==> src/rtl/moore_detector1101.sv <==
// Moore FSM detecting the serial pattern 1101 on x, with overlap.
// z is decoded from the state alone; start=0 or an illegal code returns to a.
module moore_detector1101 (
    input  logic x,
    input  logic start,
    input  logic reset,
    input  logic clock,
    output logic z
);

    typedef enum logic [2:0] {
        a = 3'd0,
        b = 3'd1,
        c = 3'd2,
        d = 3'd3,
        e = 3'd4
    } state_t;

    state_t current;
    state_t next_state;

    always_ff @(posedge clock or negedge reset) begin
        if (!reset) begin
            current <= a;
        end else begin
            current <= next_state;
        end
    end

    // start has priority over x; codes 5..7 fall through to the default.
    always_comb begin
        next_state = a;
        if (start) begin
            case (current)
                a:       next_state = x ? b : a;
                b:       next_state = x ? c : a;
                c:       next_state = x ? c : d;
                d:       next_state = x ? e : a;
                e:       next_state = x ? c : a;
                default: next_state = a;
            endcase
        end
    end

    assign z = (current == e);

endmodule

==> config.mk <==
export PLATFORM = sky130hd
export DESIGN_NAME = moore_detector1101
export DESIGN_NICKNAME = d
export VERILOG_FILES = /design/src/rtl/moore_detector1101.sv
export SDC_FILE = /design/constraint.sdc
export NUM_CORES = 1
export LEC_CHECK = 0
export BUFFER_PORTS_ARGS = -buffer_cell sky130_fd_sc_hd__buf_2
export CAP_MARGIN = 20
export CELL_PAD_IN_SITES_DETAIL_PLACEMENT = 1
export CELL_PAD_IN_SITES_GLOBAL_PLACEMENT = 2
export CORE_AREA = 5 5 42 44
export CTS_CLUSTER_SIZE = 8
export DETAILED_ROUTE_END_ITERATION = 12
export DIE_AREA = 0 0 47 49
export PLACE_DENSITY = 0.44
export SYNTH_ARGS = -nofsm -noshare
export SYNTH_HDL_FRONTEND = slang
export SYNTH_SLANG_ARGS = --single-unit
==> constraint.sdc <==
create_clock -name clock -period 2 [get_ports clock]
set_input_delay 0.5 -clock clock [delete_from_list [all_inputs] [get_ports clock]]
set_output_delay 0.5 -clock clock [all_outputs]
set_load 0.005 [all_outputs]
Word level (Yosys, flattened, before mapping)
Cells that the tools add are included.

word-level totals
  flip-flop bits (word level) = 3
  output and inout port bits = 1

cells by class
  equality and inequality tests = 4
  mux-type cells = 6
  reductions and logical operators = 2

operator list
  kind                                           number
  case mux 3 bit (4 select lines)                1
  == test 3 x 2 -> 1 bit, second input constant  2
  two-way mux 3 bit                              2
  == test 3 x 1 -> 1 bit, second input constant  1
  == test 3 bit, second input constant           1
  logical NOT 3 bit                              1
  two-way mux 1 bit                              2
  two-way mux 2 bit                              1
  OR reduction 2 bit                             1

Logic depth before layout (Yosys ltp)
  depth after elaboration = 4
  mapped depth = 3
  gate-level depth less buffers = 3

Worst setup path before layout
OpenSTA, ideal clock, no wires.

  kind = flip-flop to output port
  start = reg current[0]
  end = out z
  arrival = 0.614 ns
  required time = 1.500 ns
  setup slack = 0.886 ns
  stages on the path, launching flop included = 2
  path buffers = 0
  path through = dfrtp_1 nor3b_2

on the way
  word-level cells in the longest chain between the ends = 1

RTL lines
  element                 RTL line  RTL
  from (decl)             19        state_t current;
  from (signal assigned)  26        current <= next_state;
  == test 3 bit           45        assign z = (current == e);
  to (decl)               8         output logic z

No other way between the ends.

Worst setup path in the final report
Same ends and word-level chain as after synthesis.

==> out/qor.csv <==
metric,value,unit
outcome,"complete, no violations",
H-tree Lvls,1,
"Seq/Total Area, Yosys",52.17,%
CTS tree,yes,
I/O pin total,5,
Slew @ Worst Pin,0.1871,ns
Via Count,121,
DRT iter0 DRCs,1,
full die area,0.002303,sq mm
Final Slew Violations,0,
TritonCTS Buffers,3,
Worst setup EP type,output pin,
clock sinks,3,
first-pass GRT wire length,531,microns
cell area after synthesis,143.9,sq um
fillers,172,
routability congestion estimate from global placement,0.6608,
Initial Utilization,10.27,%
"Hold Vio Cnt, Final",0,
antenna diode count,0,
post-CTS sizing,0,
Total GRT Usage,3.952,%
RSZ-0062 raised after global routing,no,
Die Ht,49,microns
worst-case reg-to-reg path depth,2,
nets,25,
worst-case clock buffer depth,2,
largest net degree at the start of global routing,6,
fin crit period,1.510,ns
Synth top area share,52.17,%
reg2reg start,current[2],
area post-placement,183.9,sq um
register name with the most flops,current,
DRC errors left,0,
Worst Path Max Fanout,5,
CP startpoint kind,flop,
clock-pin slew on the worst setup and hold paths,0.04,ns
# hold bufs at CTS,0,
Syn-to-layout area delta,46.09,%
Synth Instances,12,
Yosys cell types,9,
Core ar.,0.001401,sq mm
PwrDens,889.4,mW/mm^2
Area contributors post-synth,"dfrtp_1 (52%), nor3b_2 (8.7%), a32o_1 (7.0%), and4_2 (7.0%), mux2i_1 (7.0%)",
GR Overflow Total,0,
share of layout cells above drive strength 1,45.00,%
final setup fails,0,
port bufs,4,
Mean Syn Cell Area,11.99,sq um
worst setup path class,flop to output pin,
die extent in x,47,microns
Regs by FF count,current (3),
worst rel slew slack,87.50,%
Lkg Pwr,0.1012,nW
cell taking the most area after synthesis,dfrtp_1,
DRT Wirelength,325,microns
post-DR vias/cell,3.361,
Post-Layout Inst Area,210.2,sq um
max reg flops,3,
crit share post-route,75.48,%
Peak VDD IR,0.2285,mV
Min-Delay Path Class,input pin to asynchronous set/reset pin,
Syn Nets,16,
initial antenna violation count,0,
std cell rows,14,
R2R Path End,current[1],
Synth warnings,0,
TritonRoute pass-1 iters,2,
Root Driver,clkbuf_4,
Clock Latency Late Sink,0.23,ns
DRT antenna net count,0,
maxcap violations,0,
Pwr Total,0.1870,mW
number of global-route vias before repair,134,
post-CTS setup buffers,0,
Arrival @ worst endpoint,1.01,ns
routed wire length per instance,9.028,microns
Post-Route Skew,0.0005079,ns
fmax,0.6624,GHz
WP data required,1.50,ns
"setup slack, reg-to-reg",1.08,ns
#FFs+latches synth,3,
setup TNS,0,ns
==> where the power goes <==
| group | total [mW] | switching, mW | internal [mW] |
|---|---|---|---|
| clock network | 0.106 | 0.0314 | 0.0748 |
| logic | 0.0127 | 0.00620 | 0.00655 |
| registers | 0.0680 | 0.00403 | 0.0640 |
| total | 0.187 | 0.0416 | 0.145 |
==> final cells by class <==
class                   instances  area, sq um  area share (%)
flip-flops and latches          3        75.07           35.71
well taps                      16        20.02           9.524
multi-input cells               9        68.82           32.74
repair buffers                  4        20.02           9.524
clock buffers                   4        26.28           12.50
==> kinds of logic after synthesis <==
group / count (synthesis) / share of synthesized area (%)
compound gates: 1 / 6.957
xor+xnor: 1 / 6.088
flops: 3 / 52.17
mux: 1 / 6.957
simple gates: 6 / 27.83
==> synth_stat cells <==
master	instances
dfrtp_1	3
mux2i_1	1
and4_2	1
nor2_1	1
a32o_1	1
nor2b_1	1
xor2_1	1
nand2_1	2
nor3b_2	1
==> layer usage <==
metal | wire [microns] | track usage (%) | vias to the layer above | share of wire [%]
li1 | - | - | 59 | -
met3 | 44 | 2.214 | 2 | 14
met1 | 157 | 4.425 | 52 | 48
met5 | 0 | 0 | - | 0
met2 | 105 | 3.394 | 8 | 32
met4 | 17 | 6.912 | 0 | 5.2
==> critical path, cell delays in order, from the launching register on <==
cell     delay, ns
dfrtp_1       0.41
nor3b_2       0.22
buf_2         0.14
==> layout by cell type, fill, tap and decap left out <==
master	count
buf_2	4
clkbuf_4	3
dfrtp_1	3
nand2_1	2
nor3b_2	1
nor2b_1	1
mux2i_1	1
a32o_1	1
xor2_1	1
nor2_1	1
and4_2	1
clkbuf_1	1
==> worst max-delay path by stage <==
stage                     startpoint  to  cells after the start
after floorplan           current[0]   z                      1
after global placement    current[0]   z                      2
after detailed placement  current[0]   z                      2
after CTS                 current[0]   z                      2
after global routing      current[0]   z                      2
final                     current[0]   z                      2
==> stage by stage <==
step | utilization, % | hold slack, ns | setup WS [ns] | cells
finish | 15.00 | 0.05413 | 0.4905 | 36
global route | 15.00 | 0.04778 | 0.3808 | 36
CTS | 15.00 | 0.04324 | 0.4722 | 36
detailed placement | 13.13 | 0.2973 | 0.7289 | 32
global placement | 13.13 | 0.2939 | 0.7540 | 32
floorplan | - | 0.2044 | 0.8862 | 12
(Power assumes the default switching activity.)
